**src/rtl/alu_seq_pkg.sv**
```systemverilog
// Purpose : shared encodings for the sequential ALU / bit-count unit.
// Latency : n/a (types and constants only).
// Backpr. : n/a.
// Contents: 4-bit ALU control codes, ALUOp codes, FSM state enum, helper.
package alu_seq_pkg;

  // 4-bit internal ALU control encodings
  localparam logic [3:0] CTRL_ADD  = 4'b0000;
  localparam logic [3:0] CTRL_SUB  = 4'b0001;
  localparam logic [3:0] CTRL_AND  = 4'b0010;
  localparam logic [3:0] CTRL_OR   = 4'b0011;
  localparam logic [3:0] CTRL_SLT  = 4'b0101;
  localparam logic [3:0] CTRL_CPOP = 4'b1000;
  localparam logic [3:0] CTRL_CLZ  = 4'b1001;
  localparam logic [3:0] CTRL_CTZ  = 4'b1010;
  localparam logic [3:0] CTRL_ILL  = 4'b1111;

  // ALUOp field from the main controller
  localparam logic [1:0] ALUOP_ADD = 2'b00;
  localparam logic [1:0] ALUOP_SUB = 2'b01;
  localparam logic [1:0] ALUOP_RI  = 2'b10;
  localparam logic [1:0] ALUOP_CNT = 2'b11;

  typedef enum logic [1:0] {
    ST_IDLE  = 2'd0,
    ST_EXEC  = 2'd1,
    ST_COUNT = 2'd2,
    ST_DONE  = 2'd3
  } state_t;

  // Count ops are the 1xxx codes except the illegal marker.
  function automatic logic is_count_ctrl(input logic [3:0] ctrl);
    return ctrl[3] && (ctrl != CTRL_ILL);
  endfunction

endpackage

```
**src/rtl/alu_seq_cnt_if.sv**
```systemverilog
// Purpose : request/response bundle between controller and sequential ALU.
// Latency : n/a (wires only).
// Backpr. : controller must hold off new requests while busy/done.
// Modports: master = controller (drives start/op/operands), slave = ALU.
interface alu_seq_cnt_if #(
  parameter int XLEN = 32
);
  logic            start;
  logic [1:0]      ALUOp;
  logic [2:0]      funct3;
  logic            funct7b5;
  logic            opb5;
  logic [XLEN-1:0] a;
  logic [XLEN-1:0] b;
  logic            busy;
  logic            done;
  logic [XLEN-1:0] result;
  logic            zero;
  logic            illegal;

  modport master (
    output start, ALUOp, funct3, funct7b5, opb5, a, b,
    input  busy, done, result, zero, illegal
  );

  modport slave (
    input  start, ALUOp, funct3, funct7b5, opb5, a, b,
    output busy, done, result, zero, illegal
  );
endinterface

```
**src/rtl/alu_ctrl_dec.sv**
```systemverilog
// Purpose : decode ALUOp/funct3/funct7b5/opb5 into the 4-bit ALU control.
// Latency : combinational, zero cycles.
// Backpr. : none; pure function of its inputs.
// Ports   : i_aluop, i_funct3, i_funct7b5, i_opb5 in; o_ctrl out.
module alu_ctrl_dec
  import alu_seq_pkg::*;
(
  input  logic [1:0] i_aluop,
  input  logic [2:0] i_funct3,
  input  logic       i_funct7b5,
  input  logic       i_opb5,
  output logic [3:0] o_ctrl
);

  always_comb begin
    o_ctrl = CTRL_ILL;
    case (i_aluop)
      ALUOP_ADD: o_ctrl = CTRL_ADD;
      ALUOP_SUB: o_ctrl = CTRL_SUB;
      ALUOP_RI: begin
        case (i_funct3)
          // sub only for R-type with funct7[5]; addi ignores funct7
          3'b000:  o_ctrl = (i_funct7b5 && i_opb5) ? CTRL_SUB : CTRL_ADD;
          3'b010:  o_ctrl = CTRL_SLT;
          3'b110:  o_ctrl = CTRL_OR;
          3'b111:  o_ctrl = CTRL_AND;
          default: o_ctrl = CTRL_ILL;
        endcase
      end
      ALUOP_CNT: begin
        case (i_funct3[1:0])
          2'b00:   o_ctrl = CTRL_CPOP;
          2'b01:   o_ctrl = CTRL_CLZ;
          2'b10:   o_ctrl = CTRL_CTZ;
          default: o_ctrl = CTRL_ILL;
        endcase
      end
      default: o_ctrl = CTRL_ILL;
    endcase
  end

endmodule

```
**src/rtl/alu_seq_cnt.sv**
```systemverilog
// Purpose : multi-cycle ALU: one-cycle add/sub/slt/or/and, iterative cpop/clz/ctz.
// Latency : 2 cycles start->done for single-cycle/illegal ops; count ops take
//           one cycle per BPC-bit chunk scanned plus one for done.
// Backpr. : start is accepted only in IDLE; ignored (not queued) otherwise.
// Ports   : clk, reset (sync, active high), bus (alu_seq_cnt_if.slave).
module alu_seq_cnt
  import alu_seq_pkg::*;
#(
  parameter int XLEN = 32,
  parameter int BPC  = 1
)
(
  input  logic         clk,
  input  logic         reset,
  alu_seq_cnt_if.slave bus
);

  localparam int NCH = XLEN / BPC;
  localparam int CW  = $clog2(XLEN) + 1;
  localparam int IW  = $clog2(NCH) + 1;
  localparam logic [IW-1:0] LAST_IDX = IW'(NCH - 1);

  state_t          r_state;
  logic [3:0]      r_ctrl;
  logic [XLEN-1:0] r_a;
  logic [XLEN-1:0] r_b;
  logic [XLEN-1:0] r_src;
  logic [CW-1:0]   r_cnt;
  logic [IW-1:0]   r_idx;
  logic            r_busy;
  logic            r_done;
  logic [XLEN-1:0] r_result;
  logic            r_zero;
  logic            r_illegal;

  logic [3:0]      w_ctrl;
  logic [XLEN-1:0] w_alu;
  logic            w_slt;
  logic [BPC-1:0]  w_chunk_hi;
  logic [BPC-1:0]  w_chunk_lo;
  logic [CW-1:0]   w_pop;
  logic [CW-1:0]   w_lz;
  logic [CW-1:0]   w_tz;
  logic [CW-1:0]   w_cnt_add;
  logic [CW-1:0]   w_cnt_nxt;
  logic [XLEN-1:0] w_cnt_ext;
  logic            w_last;
  logic            w_stop;

  alu_ctrl_dec u_dec (
    .i_aluop    (bus.ALUOp),
    .i_funct3   (bus.funct3),
    .i_funct7b5 (bus.funct7b5),
    .i_opb5     (bus.opb5),
    .o_ctrl     (w_ctrl)
  );

  // Single-cycle ALU on the captured operands
  always_comb begin
    w_slt = $signed(r_a) < $signed(r_b);
    case (r_ctrl)
      CTRL_ADD: w_alu = r_a + r_b;
      CTRL_SUB: w_alu = r_a - r_b;
      CTRL_AND: w_alu = r_a & r_b;
      CTRL_OR:  w_alu = r_a | r_b;
      CTRL_SLT: w_alu = {{(XLEN-1){1'b0}}, w_slt};
      default:  w_alu = '0;
    endcase
  end

  // Chunk examination. clz shifts the source left and looks at the top
  // chunk; cpop/ctz shift right and look at the bottom chunk.
  always_comb begin
    w_chunk_hi = r_src[XLEN-1 -: BPC];
    w_chunk_lo = r_src[BPC-1:0];
    w_pop      = '0;
    w_lz       = CW'(BPC);
    w_tz       = CW'(BPC);
    for (int i = 0; i < BPC; i++) begin
      w_pop = w_pop + {{(CW-1){1'b0}}, w_chunk_lo[i]};
      // ascending scan: the highest set bit writes last -> leading zeros
      if (w_chunk_hi[i]) w_lz = CW'(BPC - 1 - i);
      // descending scan: the lowest set bit writes last -> trailing zeros
      if (w_chunk_lo[BPC-1-i]) w_tz = CW'(BPC - 1 - i);
    end
  end

  always_comb begin
    w_last = (r_idx == LAST_IDX);
    case (r_ctrl)
      CTRL_CLZ: begin
        w_cnt_add = w_lz;
        w_stop    = w_last || (|w_chunk_hi);
      end
      CTRL_CTZ: begin
        w_cnt_add = w_tz;
        w_stop    = w_last || (|w_chunk_lo);
      end
      default: begin
        w_cnt_add = w_pop;
        w_stop    = w_last;
      end
    endcase
    w_cnt_nxt = r_cnt + w_cnt_add;
    w_cnt_ext = {{(XLEN-CW){1'b0}}, w_cnt_nxt};
  end

  always_ff @(posedge clk) begin
    if (reset) begin
      r_state   <= ST_IDLE;
      r_ctrl    <= CTRL_ADD;
      r_a       <= '0;
      r_b       <= '0;
      r_src     <= '0;
      r_cnt     <= '0;
      r_idx     <= '0;
      r_busy    <= 1'b0;
      r_done    <= 1'b0;
      r_result  <= '0;
      r_zero    <= 1'b1;
      r_illegal <= 1'b0;
    end else begin
      r_done <= 1'b0;
      case (r_state)
        ST_IDLE: begin
          if (bus.start) begin
            r_ctrl  <= w_ctrl;
            r_a     <= bus.a;
            r_b     <= bus.b;
            r_src   <= bus.a;
            r_cnt   <= '0;
            r_idx   <= '0;
            r_busy  <= 1'b1;
            r_state <= is_count_ctrl(w_ctrl) ? ST_COUNT : ST_EXEC;
          end
        end
        ST_EXEC: begin
          r_result  <= w_alu;
          r_zero    <= (w_alu == '0);
          r_illegal <= (r_ctrl == CTRL_ILL);
          r_busy    <= 1'b0;
          r_done    <= 1'b1;
          r_state   <= ST_DONE;
        end
        ST_COUNT: begin
          r_cnt <= w_cnt_nxt;
          r_idx <= r_idx + IW'(1);
          r_src <= (r_ctrl == CTRL_CLZ) ? (r_src << BPC) : (r_src >> BPC);
          if (w_stop) begin
            r_result  <= w_cnt_ext;
            r_zero    <= (w_cnt_nxt == '0);
            r_illegal <= 1'b0;
            r_busy    <= 1'b0;
            r_done    <= 1'b1;
            r_state   <= ST_DONE;
          end
        end
        // start in DONE is dropped; the controller re-issues from IDLE
        ST_DONE: r_state <= ST_IDLE;
        default: r_state <= ST_IDLE;
      endcase
    end
  end

  assign bus.busy    = r_busy;
  assign bus.done    = r_done;
  assign bus.result  = r_result;
  assign bus.zero    = r_zero;
  assign bus.illegal = r_illegal;

endmodule
```
**src/flat_wrapper.sv**
```systemverilog
// flat-port wrapper written by rule: the top's interface ports become plain ports
module alu_seq_cnt_flat import alu_seq_pkg::*;
#(
  parameter int XLEN = 32,
  parameter int BPC  = 1
)
  (clk, reset, bus_start, bus_ALUOp, bus_funct3, bus_funct7b5, bus_opb5, bus_a, bus_b, bus_busy, bus_done, bus_result, bus_zero, bus_illegal);
  alu_seq_cnt_if #(.XLEN(XLEN)) bus_i ();
  input  logic clk;
  input  logic reset;
  input wire logic [$bits(bus_i.start)-1:0] bus_start;
  input wire logic [$bits(bus_i.ALUOp)-1:0] bus_ALUOp;
  input wire logic [$bits(bus_i.funct3)-1:0] bus_funct3;
  input wire logic [$bits(bus_i.funct7b5)-1:0] bus_funct7b5;
  input wire logic [$bits(bus_i.opb5)-1:0] bus_opb5;
  input wire logic [$bits(bus_i.a)-1:0] bus_a;
  input wire logic [$bits(bus_i.b)-1:0] bus_b;
  output wire logic [$bits(bus_i.busy)-1:0] bus_busy;
  output wire logic [$bits(bus_i.done)-1:0] bus_done;
  output wire logic [$bits(bus_i.result)-1:0] bus_result;
  output wire logic [$bits(bus_i.zero)-1:0] bus_zero;
  output wire logic [$bits(bus_i.illegal)-1:0] bus_illegal;
  assign bus_i.start = bus_start;
  assign bus_i.ALUOp = bus_ALUOp;
  assign bus_i.funct3 = bus_funct3;
  assign bus_i.funct7b5 = bus_funct7b5;
  assign bus_i.opb5 = bus_opb5;
  assign bus_i.a = bus_a;
  assign bus_i.b = bus_b;
  assign bus_busy = bus_i.busy;
  assign bus_done = bus_i.done;
  assign bus_result = bus_i.result;
  assign bus_zero = bus_i.zero;
  assign bus_illegal = bus_i.illegal;
  alu_seq_cnt #(.XLEN(XLEN), .BPC(BPC)) u_core (.clk(clk), .reset(reset), .bus(bus_i));
endmodule
```
**config.mk**
```make
export PLATFORM = sky130hd
export DESIGN_NAME = alu_seq_cnt_flat
export DESIGN_NICKNAME = d
export VERILOG_FILES = /design/src/rtl/alu_seq_pkg.sv /design/src/rtl/alu_seq_cnt_if.sv /design/src/rtl/alu_ctrl_dec.sv /design/src/rtl/alu_seq_cnt.sv /design/src/flat_wrapper.sv
export SDC_FILE = /design/constraint.sdc
export NUM_CORES = 1
export LEC_CHECK = 0
export BUFFER_PORTS_ARGS = -buffer_cell sky130_fd_sc_hd__buf_2
export CAP_MARGIN = 20
export CORE_ASPECT_RATIO = 1.2
export CORE_UTILIZATION = 36
export CTS_CLUSTER_SIZE = 16
export DETAILED_ROUTE_END_ITERATION = 7
export GPL_ROUTABILITY_DRIVEN = 0
export PLACE_DENSITY_LB_ADDON = 0.2
export SLEW_MARGIN = 20
export SYNTH_ARGS = -nofsm -noshare
export SYNTH_HDL_FRONTEND = slang
export SYNTH_SLANG_ARGS = --single-unit
```
**constraint.sdc**
```tcl
create_clock -name clk -period 4.8 [get_ports clk]
set_input_delay 0.24 -clock clk [delete_from_list [all_inputs] [get_ports clk]]
set_output_delay 0.24 -clock clk [all_outputs]
set_load 0.02 [all_outputs]
```
* Word-level counts from Yosys, hierarchy flattened
Cells that the tools add are included.
** Word-level totals
- Input port bits :: 74
- Output and inout port bits :: 36
- Flip-flop bits (word level) :: 150
- Logic and storage cells :: 89
** Operators by class
- Bitwise operators :: 2
- Order comparisons :: 1
- Muxes and demuxes :: 29
- Equality and inequality tests :: 22
- Reduce and logical (&&, ||, !) cells :: 19
- Add/subtract/negate cells :: 4
** Operators by type and width (count)
- 32-bit case mux with 5 select lines :: 1
- 32-bit case mux with 2 select lines :: 2
- 32-bit 2-to-1 mux :: 3
- 32-bit adder :: 1
- 32-bit AND :: 1
- 32-bit zero test :: 1
- 32-bit < comparator :: 1
- 32-bit OR :: 1
- 4-bit case mux with 4 select lines :: 2
- 32-bit subtractor :: 1
- 6-bit case mux with 2 select lines :: 2
- 4-bit == test (second input constant) :: 3
- 2-bit == test (second input constant) :: 5
- 1-bit case mux with 2 select lines :: 5
- 3-bit case mux with 3 select lines :: 1
- 4-bit by 2-bit == test with 1-bit output (second input constant) :: 2
- 2-bit case mux with 4 select lines :: 1
- 2-bit AND reduction :: 4
- 1-bit 2-to-1 mux :: 7
- 6-bit by 1-bit adder with 6-bit output :: 1
- 6-bit by 1-bit adder with 6-bit output (second input constant) :: 1
- 2-bit by 1-bit == test with 1-bit output (second input constant) :: 3
- 3-bit == test (second input constant) :: 2
- 6-bit by 5-bit == test with 1-bit output (second input constant) :: 1
- 18 further kinds :: 25

* Depth between registers and ports, before layout
- Depth after elaboration :: 9
- Mapped depth :: 16
- Mapped depth without buffers :: 15

* Cells and area by module
A second synthesis with hierarchy kept.
** Second synthesis, totals
- Cells, all modules :: 1597
- Area, all modules :: 11616.1 um^2
** By module, submodules not included
- alu_seq_cnt :: area each 11519.8 um^2, sequential area each 3002.9 um^2, cells each 1583, instances 1
- alu_ctrl_dec :: area each 96.3 um^2, sequential area each 0.0 um^2, cells each 14, instances 1

* Worst setup path before layout
No wires, ideal clock.
- Path type :: reg-to-reg
- Start :: reg u_core.r_b[1]
- End :: reg u_core.r_zero, in the netlist u_core.bus.zero
- Arrival :: 3.782 ns
- Data required time :: 4.716 ns
- Period minus slack after synthesis :: 3.866 ns
- Path slack :: 0.934 ns
- Library setup time :: 0.084 ns
- Cell stages (with the launch flop) :: 15
- Buffers on the path :: 0
- Cell sequence :: dfxtp_1 -> inv_1 -> ha_1 -> o21ba_2 -> or4_4 -> a21boi_2 -> o2111ai_1 -> nor2b_4 -> a221o_1 -> a221o_1 -> or4_1 -> nor4_1 -> and4b_1 -> nand4b_1 -> o31ai_2
** Between the ends
- Longest elaborated chain between the ends :: 4
- Elaborated cells between the ends (all ways) :: 8
- Classes of those cells :: add/sub: 2; order compare: 1; mux: 2; bitwise: 2; reduce/logical: 1
** RTL lines
- start: declaration :: RTL line alu_seq_cnt.sv:26 : logic [XLEN-1:0] r_b;
- start signal: assignment :: RTL line alu_seq_cnt.sv:129 : r_b <= bus.b;
- 32-bit subtractor (tied with other cells) :: RTL line alu_seq_cnt.sv:63 : CTRL_SUB: w_alu = r_a - r_b;
- 32-bit case mux with 5 select lines (*) :: RTL line alu_seq_cnt.sv:61 : case (r_ctrl)
- 32-bit zero test (*) :: RTL line alu_seq_cnt.sv:139 : r_zero <= (w_alu == '0);
- 1-bit case mux with 2 select lines (*) :: RTL line alu_seq_cnt.sv:124 : case (r_state)
- end signal: assignment :: RTL line alu_seq_cnt.sv:139
- end signal: assignment :: RTL line alu_seq_cnt.sv:151 : r_zero <= (w_cnt_nxt == '0);
- end: declaration :: RTL line alu_seq_cnt.sv:33 : logic r_zero;
Every way passes the cells marked *; elsewhere a longest branch is shown, timed or not.
A chain may end at the register's enable or synchronous reset.

* Worst setup path after layout
- Start :: reg u_core.r_a[0]
- End :: reg u_core.r_zero, in the netlist u_core.bus.zero
** Between the ends
- Longest elaborated chain between the ends :: 4
- Elaborated cells between the ends (all ways) :: 8
- Classes of those cells :: add/sub: 2; order compare: 1; mux: 2; bitwise: 2; reduce/logical: 1
** RTL lines
- start: declaration :: RTL line alu_seq_cnt.sv:25 : logic [XLEN-1:0] r_a;
- start signal: assignment :: RTL line alu_seq_cnt.sv:128 : r_a <= bus.a;
- 32-bit subtractor (tied with other cells) :: RTL line alu_seq_cnt.sv:63
- 32-bit case mux with 5 select lines (*) :: RTL line alu_seq_cnt.sv:61
- 32-bit zero test (*) :: RTL line alu_seq_cnt.sv:139
- 1-bit case mux with 2 select lines (*) :: RTL line alu_seq_cnt.sv:124
Marks and branches as above.

==> summary.md <==
| Metric | Value |
|---|---|
| Result of the run | complete, no violations |
| Count of inserted antenna diode cells | 0 |
| Die Ht | 194 um |
| Post-synth top flop | dfxtp_1 |
| Number of nets in the layout | 1765 |
| Max_cap viols | 0 |
| Required arrival time at the worst endpoint | 5.18 ns |
| Clock period minus worst slack | 4.73 ns |
| Wire length of the first global-routing pass | 57800 um |
| Final-layout setup total negative slack | 0 ns |
| # clock sinks | 150 |
| Final-report setup violation count | 0 |
| Total buffers and inverters traversed by the critical path | 2 |
| Setup repair after global routing missed its margin | no |
| Power density cells | 570 nW/um2 |
| Commonest non-fill, non-tap cell in the layout | nand2_1 |
| Worst-path cell with the longest stage delay | a221oi_1 |
| Number of design rule violations left after detail routing | 0 |
| Total leakage power | 5.11 nW |
| Later-pin clock latency in the skew report | 0.46 ns |
| Leftover overflow at the end of global routing | 0 |
| Cell Rows | 69 |
| Post-synthesis instance area | 11100 um2 |
| Pin slew with the least headroom to its limit | 0.957 ns |
| Startpoint kind of the worst setup timing path | register |
| Total detailed-routing wirelength | 36600 um |
| Synth-to-Final Area Change | 13.8% |
| Synthesized net count | 1706 |
| H-tree level count | 4 |
| Critical path fanouts, max | 4 |
| Sum of net half-perimeters after detailed placement | 27500 um |
| Top library cells by usage in the layout, fill and taps aside | 209 x nand2_1, 205 x nor2_1, 197 x a21oi_1 |
| Pre-CTS setup slack | 0.150 ns |
| Synth top area cells | dfxtp_1 27%, ha_1 13%, a21oi_1 9.0% |
| Setup clock skew after layout | 0.0159 ns |
| DRT Pass-1 Iters | 5 |
| Maximum ir drop on the vdd rail | 0.245 mV |
| Maximum achievable frequency | 211 MHz |
| Category of the most critical setup path | reg -> reg |
| Fraction of final layout cells with drive strength greater than 1 | 12.6% |
| Number of I/O port buffers | 109 |
| Count of mapped cells out of synthesis | 1512 |
| Via-per-instance ratio | 5.63 |
| Synthesis warning total | 0 |
| Synthesis-stage register bit count | 150 |
| Reg-to-reg setup timing slack | 0.07 ns |
| Root buffer selected by CTS | clkbuf_16 |
| Die area | 31500 um2 |
| Cells traversed along the worst timing path | inv_1 > ha_1 > fa_1 > o21ba_2 > or4_1 > a211oi_1 > buf_4 > nor2_1 > o211ai_1 > o221ai_1 > a221oi_1 > o2111ai_1 > nor4_1 > and4b_1 > nand4b_1 > o31ai_2 |
| Count of endpoints failing hold in the final timing report | 0 |
| Initial antenna violation count | 0 |
| Delay of the slowest critical-path stage | 0.61 ns |
| Routed via count | 11.1k |
| Cell type with the highest aggregate area in the netlist | dfxtp_1 |
| DRT iter0 DRCs | 1009 |
| Routed wirelength normalized by instance count | 18.5 um |
| Sequential area share after synthesis | 27.1% |
| Final Slew Violations | 0 |
| Kind of cell with the highest combined delay on the critical path | compound AO/OA/AOI/OAI gates |
| Clock tree from TritonCTS | yes |
| CP endpoint kind | register |
| # Post-CTS Setup Buffers | 0 |
| Async set-or-reset flop fraction in the synthesized netlist | 0% |
| Clock buffer count from CTS | 17 |
| Number of enable-type register cells in the synthesized netlist | 0 |
| Count of pins on the block boundary | 110 |
| Arrival time of the worst setup path | 5.10 ns |
| Clock Pin Slew Worst Setup and Hold Paths | 0.08 ns |
| Die width | 162 um |
| Max_slew headroom | 36.0% |
| Number of nets with antenna violations after routing | 0 |
| Worst hold path class | in -> reg |
| Number of gates resized after cts | 0 |
| Total core area | 30000 um2 |
| Number of buffers added to fix hold violations after cts | 0 |
| Starting Density | 37.0% |
| Synthesized area divided by synthesized cell count | 7.32 um2 |
| Total routing resource utilization after global routing | 23.2% |
| Share of the synthesized area in the top cell type | 27.1% |
| Count of distinct cell types in the synthesized netlist | 71 |
| Final period utilization | 98.5% |
| Number of global-route vias before repair | 10.6k |
| Buffer levels on the longest clock path | 2 |
| Post-layout worst setup margin | 0.0713 ns |
| Maximum number of pins on one net before global-route repair | 73 |
| Layout Utilization | 42.0% |
==> area by class of cell <==
type                            instances  area, um2
Fill cell                            3123      17400
Multi-Input combinational cell       1167       7370
Clock inverter                         15        181
Timing Repair Buffer                  138        766
Inverter                               97        364
Clock buffer                           17        425
Tap cell                              390        488
Sequential cell                       150       3000
==> state kept, by name, summed over array words and instances (netlist names) <==
signal,flops
u_core.bus.result,32
u_core.r_a,32
u_core.r_b,32
u_core.r_src,32
u_core.r_cnt,6
u_core.r_idx,6
u_core.r_ctrl,4
u_core.r_state,2
u_core.bus.busy,1
u_core.bus.done,1
u_core.bus.illegal,1
u_core.bus.zero,1
==> synth_stat cells, types with 7 or more instances <==
cell      number
inv_1         96
a211oi_1      48
a31oi_1        8
o21a_1         8
nand2_1      210
clkbuf_1      90
ha_1         118
nand2b_1       7
xnor2_1       22
dfxtp_1      150
nor4_1         9
a21o_1        13
nor2_1       206
a22oi_1       33
nor3_1        22
mux2i_1       35
a221oi_1      11
and3_1         8
a21oi_1      198
o211ai_1      13
nand3_1       10
o21ai_0       45
xor2_1         7
o221ai_1      20
o31ai_1       11
==> report_power, final <==
| part | internal (mW) | switching, mW | total [mW] | leakage, nW |
|---|---|---|---|---|
| registers | 1.57 | 0.301 | 1.87 | 1.23 |
| clock network | 0.790 | 0.642 | 1.43 | 0.298 |
| logic | 1.35 | 2.53 | 3.88 | 3.59 |
| total | 3.71 | 3.47 | 7.18 | 5.11 |
==> kinds of logic (layout without fill, tap and decap cells) <==
kind of cell	Yosys count	in the layout	share of synthesized area [%]
fa+ha+maj	120	120	13.7
mux	36	36	3.27
buf+inv	195	267	6.69
xor+xnor	29	29	2.29
compound gates	467	467	27.1
flops	150	150	27.1
simple gates	515	515	19.8
==> worst register-to-register path, cell delays in order, from the launching register on <==
cell	delay, ns
dfxtp_1	0.35
inv_1	0.06
ha_1	0.21
fa_1	0.41
o21ba_2	0.24
or4_1	0.43
a211oi_1	0.34
buf_4	0.21
nor2_1	0.07
o211ai_1	0.38
o221ai_1	0.19
a221oi_1	0.61
o2111ai_1	0.29
nor4_1	0.27
and4b_1	0.26
nand4b_1	0.12
o31ai_2	0.23
==> metal layers <==
layer	wire length (um)	track usage [%]	vias to the layer above
met5	0	0	-
met4	1050	8.91	0
met3	2230	3.44	81
met2	17200	38.0	442
met1	16100	30.6	5176
li1	-	-	5417
==> through the flow <==
| step | hold WS (ns) | area [um2] | cells | power (mW) |
|---|---|---|---|---|
| 6_report | 0.0203 | 12600 | 1974 | 7.18 |
| 5_1_grt | 0.0289 | 12600 | 1974 | 7.66 |
| 4_1_cts | 0.0174 | 12600 | 1974 | 7.14 |
| 3_5_place_dp | 0.472 | 12000 | 1942 | 5.70 |
| 3_3_place_gp | 0.465 | 12000 | 1942 | 5.68 |
| 2_1_floorplan | 0.376 | 11100 | 1512 | 4.49 |
==> final timing paths <==
path	startpoint	endpoint	depth (start not counted)
setup / recovery	u_core.r_a[0]	u_core.bus.zero	16
hold / removal	bus_b[14]	u_core.r_b[14]	3
setup reg to reg	u_core.r_a[0]	u_core.bus.zero	16
hold reg to reg	u_core.r_a[0]	u_core.r_a[0]	2
Note: power is estimated with default switching activity, not from simulation.
